File: src/rtl/ifetch.sv
// rtl/ifetch.sv - instruction fetch unit with prefetch queue and branch redirect
//
// Fetches instruction words from memory into a small FIFO ahead of the IR.
// A branch flushes the FIFO and restarts fetch at the target. A request that
// is already on the bus when a branch arrives is still completed, but its
// data is thrown away.
//
// Ports:
//   clk, rst_f           clock, asynchronous active-low reset
//   fetch_en             allow new memory requests
//   im_req, im_addr      memory read request and word address
//   im_ack, im_data      memory completion and returned word
//   ir_valid, ir_instr,  queue head presence, instruction, address
//   ir_pc
//   ir_load              pop the queue head
//   br_take, br_addr     redirect fetch to br_addr and flush the queue
//   q_count              queue occupancy (0..DEPTH)
module ifetch #(
  parameter int DEPTH = 4,
  parameter int AW    = 16,
  parameter int DW    = 32
) (
  input  logic          clk,
  input  logic          rst_f,
  input  logic          fetch_en,
  output logic          im_req,
  output logic [AW-1:0] im_addr,
  input  logic          im_ack,
  input  logic [DW-1:0] im_data,
  output logic          ir_valid,
  output logic [DW-1:0] ir_instr,
  output logic [AW-1:0] ir_pc,
  input  logic          ir_load,
  input  logic          br_take,
  input  logic [AW-1:0] br_addr,
  output logic [3:0]    q_count
);

  localparam int PW = $clog2(DEPTH);
  localparam logic [3:0] FULL = 4'(DEPTH);

  typedef enum logic [1:0] {IDLE, REQ, DROP} state_t;

  state_t        state, state_nx;
  logic [AW-1:0] fpc, fpc_nx;
  logic [AW-1:0] drop_addr;
  logic [DW-1:0] q_instr [DEPTH];
  logic [AW-1:0] q_pc    [DEPTH];
  logic [PW-1:0] rd_ptr, wr_ptr;
  logic [3:0]    count, count_nx;
  logic          pop, push;

  always_comb begin
    // A branch overrides both queue operations in the same cycle.
    pop      = ir_load && (count != 4'd0) && !br_take;
    push     = (state == REQ) && im_ack && !br_take;
    count_nx = br_take ? 4'd0 : (count + {3'b000, push} - {3'b000, pop});
    state_nx = state;
    fpc_nx   = br_take ? br_addr : fpc;
    case (state)
      IDLE: begin
        if (fetch_en && (count_nx < FULL)) state_nx = REQ;
      end
      REQ: begin
        if (im_ack) begin
          if (!br_take) fpc_nx = fpc + AW'(1);
          state_nx = (fetch_en && (count_nx < FULL)) ? REQ : IDLE;
        end else if (br_take) begin
          state_nx = DROP;
        end
      end
      DROP: begin
        if (im_ack) state_nx = IDLE;
      end
      default: state_nx = IDLE;
    endcase
  end

  always_ff @(posedge clk or negedge rst_f) begin
    if (!rst_f) begin
      state     <= IDLE;
      fpc       <= '0;
      drop_addr <= '0;
      rd_ptr    <= '0;
      wr_ptr    <= '0;
      count     <= 4'd0;
    end else begin
      state <= state_nx;
      fpc   <= fpc_nx;
      count <= count_nx;
      // The abandoned request keeps its address on the bus while fpc
      // already points at the branch target.
      if ((state == REQ) && br_take && !im_ack) drop_addr <= fpc;
      if (br_take) begin
        rd_ptr <= '0;
        wr_ptr <= '0;
      end else begin
        if (pop)  rd_ptr <= rd_ptr + PW'(1);
        if (push) wr_ptr <= wr_ptr + PW'(1);
      end
    end
  end

  // Payload storage needs no reset: it is only visible while count != 0.
  always_ff @(posedge clk) begin
    if (push) begin
      q_instr[wr_ptr] <= im_data;
      q_pc[wr_ptr]    <= fpc;
    end
  end

  assign im_req   = (state != IDLE);
  assign im_addr  = (state == DROP) ? drop_addr : fpc;
  assign ir_valid = (count != 4'd0);
  assign ir_instr = ir_valid ? q_instr[rd_ptr] : '0;
  assign ir_pc    = ir_valid ? q_pc[rd_ptr] : '0;
  assign q_count  = count;

endmodule
File: config.mk
export PLATFORM = sky130hd
export DESIGN_NAME = ifetch
export DESIGN_NICKNAME = d
export VERILOG_FILES = /design/src/rtl/ifetch.sv
export SDC_FILE = /design/constraint.sdc
export NUM_CORES = 1
export LEC_CHECK = 0
export CORE_MARGIN = 3
export CORE_UTILIZATION = 35
export CTS_CLUSTER_SIZE = 16
export DETAILED_ROUTE_END_ITERATION = 12
export PLACE_DENSITY = 0.64
export REMOVE_ABC_BUFFERS = 1
export SETUP_SLACK_MARGIN = 0.5
export SKIP_CTS_REPAIR_TIMING = 1
export SYNTH_ARGS = -nofsm -noshare
export SYNTH_HDL_FRONTEND = slang
export SYNTH_SLANG_ARGS = --single-unit
File: constraint.sdc
create_clock -name clk -period 5.1 [get_ports clk]
set_input_delay 1.53 -clock clk [delete_from_list [all_inputs] [get_ports clk]]
set_output_delay 1.53 -clock clk [all_outputs]
set_load 0.01 [all_outputs]
After elaboration in Yosys (flattened, before gate mapping)
Memory sizes are Yosys's and may differ from the RTL's. Cells that the tools add are included.

$add $sub $neg: 5. $lt $le $gt $ge: 1. Equal/unequal tests: 5. Mux-type cells: 20. Reduce and logical (&&, ||, !) cells: 15.

Operator list (number): $mux 16 (6); $mux 32 (1); $add 16x1->16 const B (1); $mux 2 (8); $logic_and 1x1->1 (7); $pmux 2 s3 (1); $reduce_bool 2->1 (3); $add 2x1->2 const B (2); $add 4x1->4 (1); $lt 4x3->1 const B (1); $mux 4 (1); $ne 2x2->1 const B (2); $reduce_bool 4->1 (1); $sub 4x1->4 (1); $mux 1 (3); $ne 3x3->1 const B (1); $reduce_and 3->1 (1); $eq 2x1->1 const B (1); $eq 2x2->1 const B (1); $logic_not 1->1 (2); $logic_not 2->1 (1).

Register bits: 42. RAM bits: 192. Bits of input ports: 54. Output and inout port bits: 70. Word-level logic and storage cells: 54. Memories kept: 2.

Memory list: q_instr (words 4, width 32, rd ports 1, clocked after memory_dff 0, write ports 1, line 47) `logic [DW-1:0] q_instr [DEPTH];`; q_pc (words 4, width 16, rd ports 1, clocked after memory_dff 0, write ports 1, line 48) `logic [AW-1:0] q_pc [DEPTH];`.

Depth between registers and ports, before layout
Gate-level depths: netlist of the first run.

Depth after elaboration: 11. Mapped depth: 16. Gate-level depth less buffers: 14.

Worst setup path after synthesis of the first run
No wires, ideal clock.

Kind: input port to flip-flop. Start point: input port br_take. End point: register state[0]. Setup time: 0.078 ns. Arrival time: 3.672 ns. Required time: 5.022 ns. Path slack: 1.350 ns. Cell stages on the path: 12. Buffers on the path: 2. Cells stage by stage: buf_6 clkbuf_1 nor2_1 ha_1 inv_1 ha_1 inv_1 fa_1 xor2_1 nor2_1 or4b_1 o2bb2ai_1.

Longest elaborated chain between the ends: 10. Elaborated cells between the ends (all ways): 14. Those cells by class: add/sub: 2; order compare: 1; eq/ne: 2; mux: 4; reduce/logical: 5.

Ends and longest elaborated chain: from (decl) (line 34) `input logic br_take,`; $logic_not 1->1; $logic_and 1x1->1 (line 56) `push = (state == REQ) && im_ack && !br_take;`; $add 4x1->4 (line 57) `count_nx = br_take ? 4'd0 : (count + {3'b000, push} - {3'b000, pop});`; $sub 4x1->4 (line 57); $mux 4 * (line 57); net count_nx[2] (line 50) `logic [3:0] count, count_nx;`; $lt 4x3->1 * (line 62, 67); $logic_and 1x1->1 * (line 62, 67); $mux 1 (line 67) `state_nx = (fetch_en && (count_nx < FULL)) ? REQ : IDLE;`; $mux 2 (line 65) `if (im_ack) begin`; $pmux 2 s3 (line 60) `case (state)`; to (signal assigned) (line 88) `state <= state_nx;`; to (decl) (line 44) `state_t state, state_nx;`.

Mark *: on every way through the listed nets, which the timed path passes. The rest lies on a longest branch. A chain may end at the register's enable or synchronous reset.

Worst setup path in the final report of the first run
Start point: register rd_ptr[0]. End point: output port ir_pc[7].

Longest elaborated chain between the ends: 2.

Ends and longest elaborated chain: from (decl) (line 49) `logic [PW-1:0] rd_ptr, wr_ptr;`; from (signal assigned) (line 98) `if (pop) rd_ptr <= rd_ptr + PW'(1);`; $mem_v2 4x16; $mux 16 (line 116) `assign ir_pc = ir_valid ? q_pc[rd_ptr] : '0;`; to (decl) (line 32) `output logic [AW-1:0] ir_pc,`.

No other way between the ends.

==> results.py, run 1 <==
metrics = {
    "route": {
        "wl_met1_um": 8880,
        "drt-pass1-iter-count": 4,
        "ant_nets": 0,
        "drt-total-wl_um": 20200,
        "vias_per_cell": 4.98,
        "num_vias": 5031,
        "drc_errors": 0,
        "top_layer": "met4",
        "drtIter0Drc": 294,
        "dr_wl_met3_um": 1120,
        "post_drt_wl_per_cell_um": 20.0,
        "wl_met2_um": 9780,
    },
    "sta": {
        "worst_pin_slew_ps": 1010,
        "layout_min_cycle_time_ps": 4330,
        "setup_viol": 0,
        "slew_headroom": 0.325,
        "finalMaxSlewViolations": 0,
        "hold_slack_ps": 502,
        "clock-skew-final_ps": 11.6,
        "tns_ps": 0,
        "max_freq_mhz": 231,
        "layout_setup_ws_ps": 770,
        "hold_viol_final": 0,
        "rsz0062_at_grt": "no",
        "final.period_utilization": 0.849,
    },
    "setup_path": {
        "r2r_cells": 14,
        "worstPathMaxFanout": 31,
        "arrival_ps": 2800,
        "r2r-end": "state[0]",
        "critical_path.endpoint": "ir_pc[7]",
        "r2r-start": "q_count[2]",
        "start_kind": "register",
        "critPathCaptureType": "primary output",
        "crit_type": "register to primary output",
        "crit_required_ps": 3570,
        "cp-startpoint": "rd_ptr[0]",
        "rrSetupSlack_ps": 1660,
    },
    "logic_synthesis": {
        "ys_top_cells_by_count": "edfxtp_1 (192), and2_1 (48), mux4_2 (48)",
        "syn_area_per_cell_sq_um": 18.6,
        "post-synth-top-area-cell": "edfxtp_1",
        "synthFlopType": "edfxtp_1",
        "yosysSeqAreaShare": 0.711,
        "ys_ff_latch": 234,
        "synth_top_area_share": 0.601,
        "ys_warn_count": 0,
        "synth_cell_type_count": 44,
        "synth_edf_count": 192,
        "synthArstFlopShare": 0.179,
        "synthTopCellsByArea": "edfxtp_1 (60%), mux4_2 (11%), dfrtp_1 (11%), mux2_2 (4.1%), and2_1 (3.1%)",
        "synthesis.area_sq_um": 9590,
        "postSynthCellCount": 517,
        "yosys.cell_count.top_type": "edfxtp_1",
    },
    "place": {
        "pre_cts_ws_ps": 679,
        "io_buffers": 123,
        "dpl_cell_area_sq_um": 11200,
        "gp_congestion": 0.778,
        "dpl.hpwl_um": 12900,
        "dp.cells": 963,
    },
    "grt": {
        "grt.total_usage": 0.139,
        "grt_pass1_wl_um": 31400,
        "grt_overflow": 0,
        "grt_pass1_vias": 5517,
        "grt_max_degree": 52,
        "antenna_found_initial": 0,
    },
    "die": {
        "dieArea_sq_um": 29400,
        "row_count": 59,
        "die_h_um": 172,
        "fp.coreArea_sq_um": 26500,
        "start_util": 0.362,
        "fp.dieW_um": 172,
        "ioPinCount": 124,
    },
    "power_and_ir_drop": {
        "power_mw": 5.95,
        "vdd_drop_max_mv": 0.347,
        "powerDensity_nw_per_um2": 493,
        "p_leak_nw": 4.10,
    },
    "finish": {
        "nNetsFinal": 721,
        "area_delta_synth_final_pct": 25.8,
        "final_util": 0.455,
        "drive_gt1_frac": 0.229,
        "instances_no_fill": 1011,
        "n_antenna_cell": 0,
        "final_area_sq_um": 12100,
    },
    "clocking": {
        "cts_made_buffers": 26,
        "clock-sinks": 234,
        "clk_path_buf_depth": 3,
        "h-tree-depth": 1,
        "clk_latency_ps": 510,
        "cts_root_buf": "clkbuf_16",
        "path_clk_slew_ps": 60,
        "cts_tree": "yes",
    },
    "job": {
        "maxCapViolations": 0,
    },
    "run_status": {
        "status": "finished clean",
    },
    "hold_path": {
        "hp-class": "register to register",
    },
}
routing by layer:
layer | up-vias | global-route usage
met3 | 24 | 0.0237
met2 | 156 | 0.232
met4 | 0 | 0.0367
li1 | 2282 | -
met1 | 2569 | 0.190
met5 | - | 0
state kept, by name, indices dropped and copies added, names as in the netlist:
signal / count
rd_ptr: 2
fpc: 16
q_instr: 128
state: 2
wr_ptr: 2
q_count: 4
drop_addr: 16
q_pc: 64
critical path, stage by stage, from the launching register on:
cell	delay [ps]
dfrtp_4	690
buf_12	330
mux4_2	590
and2_1	190
clkdlybuf4s50_1	470
power breakdown:
group	switching, mW	internal, mW	leakage (nW)
combinational	0.741	1.03	1.44
sequential	0.160	2.23	2.25
clock	0.716	1.07	0.411
area by class of cell:
type / count / area, sq um
Fill cell: 2295 / 14400
Sequential cell: 234 / 6820
Multi-Input combinational cell: 246 / 2610
Timing Repair Buffer: 137 / 1340
Clock buffer: 31 / 691
Tap cell: 335 / 419
Clock inverter: 17 / 144
Inverter: 11 / 43.8
worst min-delay path by stage:
stage                              from            end  depth (start not counted)
final                     drop_addr[10]  drop_addr[10]                          1
after global routing       drop_addr[4]   drop_addr[4]                          1
after CTS                 drop_addr[10]  drop_addr[10]                          1
after detailed placement  drop_addr[10]  drop_addr[10]                          1
after global placement     drop_addr[2]   drop_addr[2]                          1
after floorplan            drop_addr[0]   drop_addr[0]                          1
cells by family after synthesis:
| group | count (synthesis) | share of synthesized area |
|---|---|---|
| flip-flops | 234 | 0.711 |
| AND/OR/NAND/NOR | 111 | 0.0716 |
| multiplexers | 87 | 0.158 |
| buffers and inverters | 37 | 0.0180 |
| AO/OA/AOI/OAI | 22 | 0.0130 |
| XOR/XNOR | 15 | 0.0137 |
| adder cells (fa/ha/maj) | 11 | 0.0151 |
cells in the final DEF, fill, tap and decap left out, drive strengths merged, types with 13 or more instances in the layout:
master and count:
mux2 35, dfrtp 42, nor2 13, nand2 16, clkdlybuf4s50 122, clkbuf 31, mux4 48, edfxtp 192
buf 15, and2 52
(Power assumes the default switching activity.)
==> inputs of run 2 (changes only) <==
clock period = 4.2 ns   (was 5.1 ns; I/O delays follow)
==> run 2 against run 1 <==
Against the previous run:
- hold slack lost 1.9 ps
- total power is 29% higher
- clock skew grew 5.2 ps
- critical path type unchanged
==> results.py, run 2 (synthesis results as in run 1) <==
metrics = {
    "hold_path": {
        "hp-class": "register to register",
        "worstHoldPathCells": 1,
    },
    "die": {
        "row_count": 59,
        "die_h_um": 172,
        "ioPinCount": 124,
        "dieArea_sq_um": 29400,
        "fp.dieW_um": 172,
        "fp.coreArea_sq_um": 26500,
        "start_util": 0.362,
    },
    "finish": {
        "mostFrequentLayoutCells": "edfxtp_1 (192), clkdlybuf4s50_1 (118), mux4_2 (48), and2_1 (48), dfrtp_1 (40)",
        "drive_gt1_frac": 0.246,
        "area_delta_synth_final_pct": 28.6,
        "final_common_cell": "edfxtp_1",
        "max_flop_register": "q_instr",
        "multi_input_area_sq_um": 2690,
        "nNetsFinal": 735,
        "final_area_sq_um": 12300,
        "reg.largest.list": "q_instr x128, q_pc x64",
        "n_antenna_cell": 0,
        "seq_area_sq_um": 6820,
        "fillCellCount": 2225,
        "largest_reg_flops": 128,
        "instances_no_fill": 1023,
    },
    "place": {
        "gp_congestion": 0.787,
        "dp.cells": 961,
        "dpl.hpwl_um": 12600,
        "dpl_cell_area_sq_um": 11300,
        "io_buffers": 123,
        "pre_cts_ws_ps": 45.2,
    },
    "grt": {
        "antenna_found_initial": 0,
        "grt_pass1_vias": 5321,
        "grt.total_usage": 0.136,
        "grt_overflow": 0,
        "grt_pass1_wl_um": 30700,
        "grt_max_degree": 52,
    },
    "route": {
        "wl_met2_um": 10700,
        "drtIter0Drc": 506,
        "vias_per_cell": 5.12,
        "wl_met1_um": 9760,
        "top_layer": "met4",
        "drt-total-wl_um": 22100,
        "drt-pass1-iter-count": 4,
        "num_vias": 5236,
        "drc_errors": 0,
        "post_drt_wl_per_cell_um": 21.6,
        "ant_nets": 0,
        "dr_wl_met3_um": 1360,
    },
    "sta": {
        "layout_min_cycle_time_ps": 3750,
        "slew_headroom": 0.329,
        "finalMaxSlewViolations": 0,
        "layout_setup_ws_ps": 454,
        "hold_viol_final": 0,
        "max_freq_mhz": 267,
        "clock-skew-final_ps": 16.8,
        "tns_ps": 0,
        "worst_pin_slew_ps": 1010,
        "setup_viol": 0,
        "rsz0062_at_grt": "yes",
        "hold_slack_ps": 500,
        "final.period_utilization": 0.892,
    },
    "clocking": {
        "clock-sinks": 234,
        "cts_made_buffers": 26,
        "h-tree-depth": 1,
        "clk_path_buf_depth": 3,
        "clk_latency_ps": 520,
        "path_clk_slew_ps": 70,
        "cts_root_buf": "clkbuf_16",
        "cts_tree": "yes",
    },
    "setup_path": {
        "arrival_ps": 2490,
        "r2r_cells": 13,
        "worstPathMaxFanout": 16,
        "critPathCaptureType": "primary output",
        "crit_type": "register to primary output",
        "start_kind": "register",
        "crit_required_ps": 2940,
    },
    "run_status": {
        "status": "finished clean",
    },
    "job": {
        "maxCapViolations": 0,
    },
    "power_and_ir_drop": {
        "p_leak_nw": 4.25,
        "vdd_drop_max_mv": 0.279,
        "powerDensity_nw_per_um2": 623,
    },
}
## run 2: area by class of cell
type | instances | area share
tap | 335 | 0.0340
clock inverter | 14 | 0.0122
clock buffer | 32 | 0.0563
timing repair buffer | 145 | 0.123
inverter | 11 | 0.00355
multi-input combinational | 252 | 0.218
sequential | 234 | 0.553
## run 2: worst max-delay path: stages (launching register included)
cell and delay, ps:
dfrtp_4 520, buf_16 210, mux4_2 570, and2_1 190, clkdlybuf4s50_1 470
## run 2: metal layers
| metal | vias to the layer above | track usage |
|---|---|---|
| li1 | 2326 | - |
| met1 | 2693 | 0.189 |
| met2 | 189 | 0.228 |
| met3 | 28 | 0.0218 |
| met4 | 0 | 0.0280 |
| met5 | - | 0 |
## run 2: worst paths after layout
check	from	slack, ps	end
worst max-delay path	rd_ptr[0]	450	ir_pc[7]
worst min-delay path	drop_addr[9]	500	drop_addr[9]
worst max register to register	q_count[1]	700	state[0]
worst min register to register	drop_addr[9]	500	drop_addr[9]
max in group asynchronous	rst_f	2550	rd_ptr[1]
min in group asynchronous	rst_f	910	q_count[0]
## run 2: power by group
group,leakage [nW],internal (mW),total (mW),switching (mW)
clock network,0.410,1.35,2.22,0.869
logic,1.59,1.45,2.59,1.13
registers,2.25,2.71,2.88,0.168
## run 2: metrics by stage
step	power, mW	utilization
5_1_grt	8.06	0.466
3_3_place_gp	5.13	0.425
3_5_place_dp	5.18	0.425
4_1_cts	7.42	0.457
6_report	7.69	0.466
2_1_floorplan	4.05	-
==> inputs of run 3 (changes only) <==
HOLD_SLACK_MARGIN = 0.12   (was default)
==> results of run 3 <==
Final layout, timing and power as in run 2 (identical DEF).
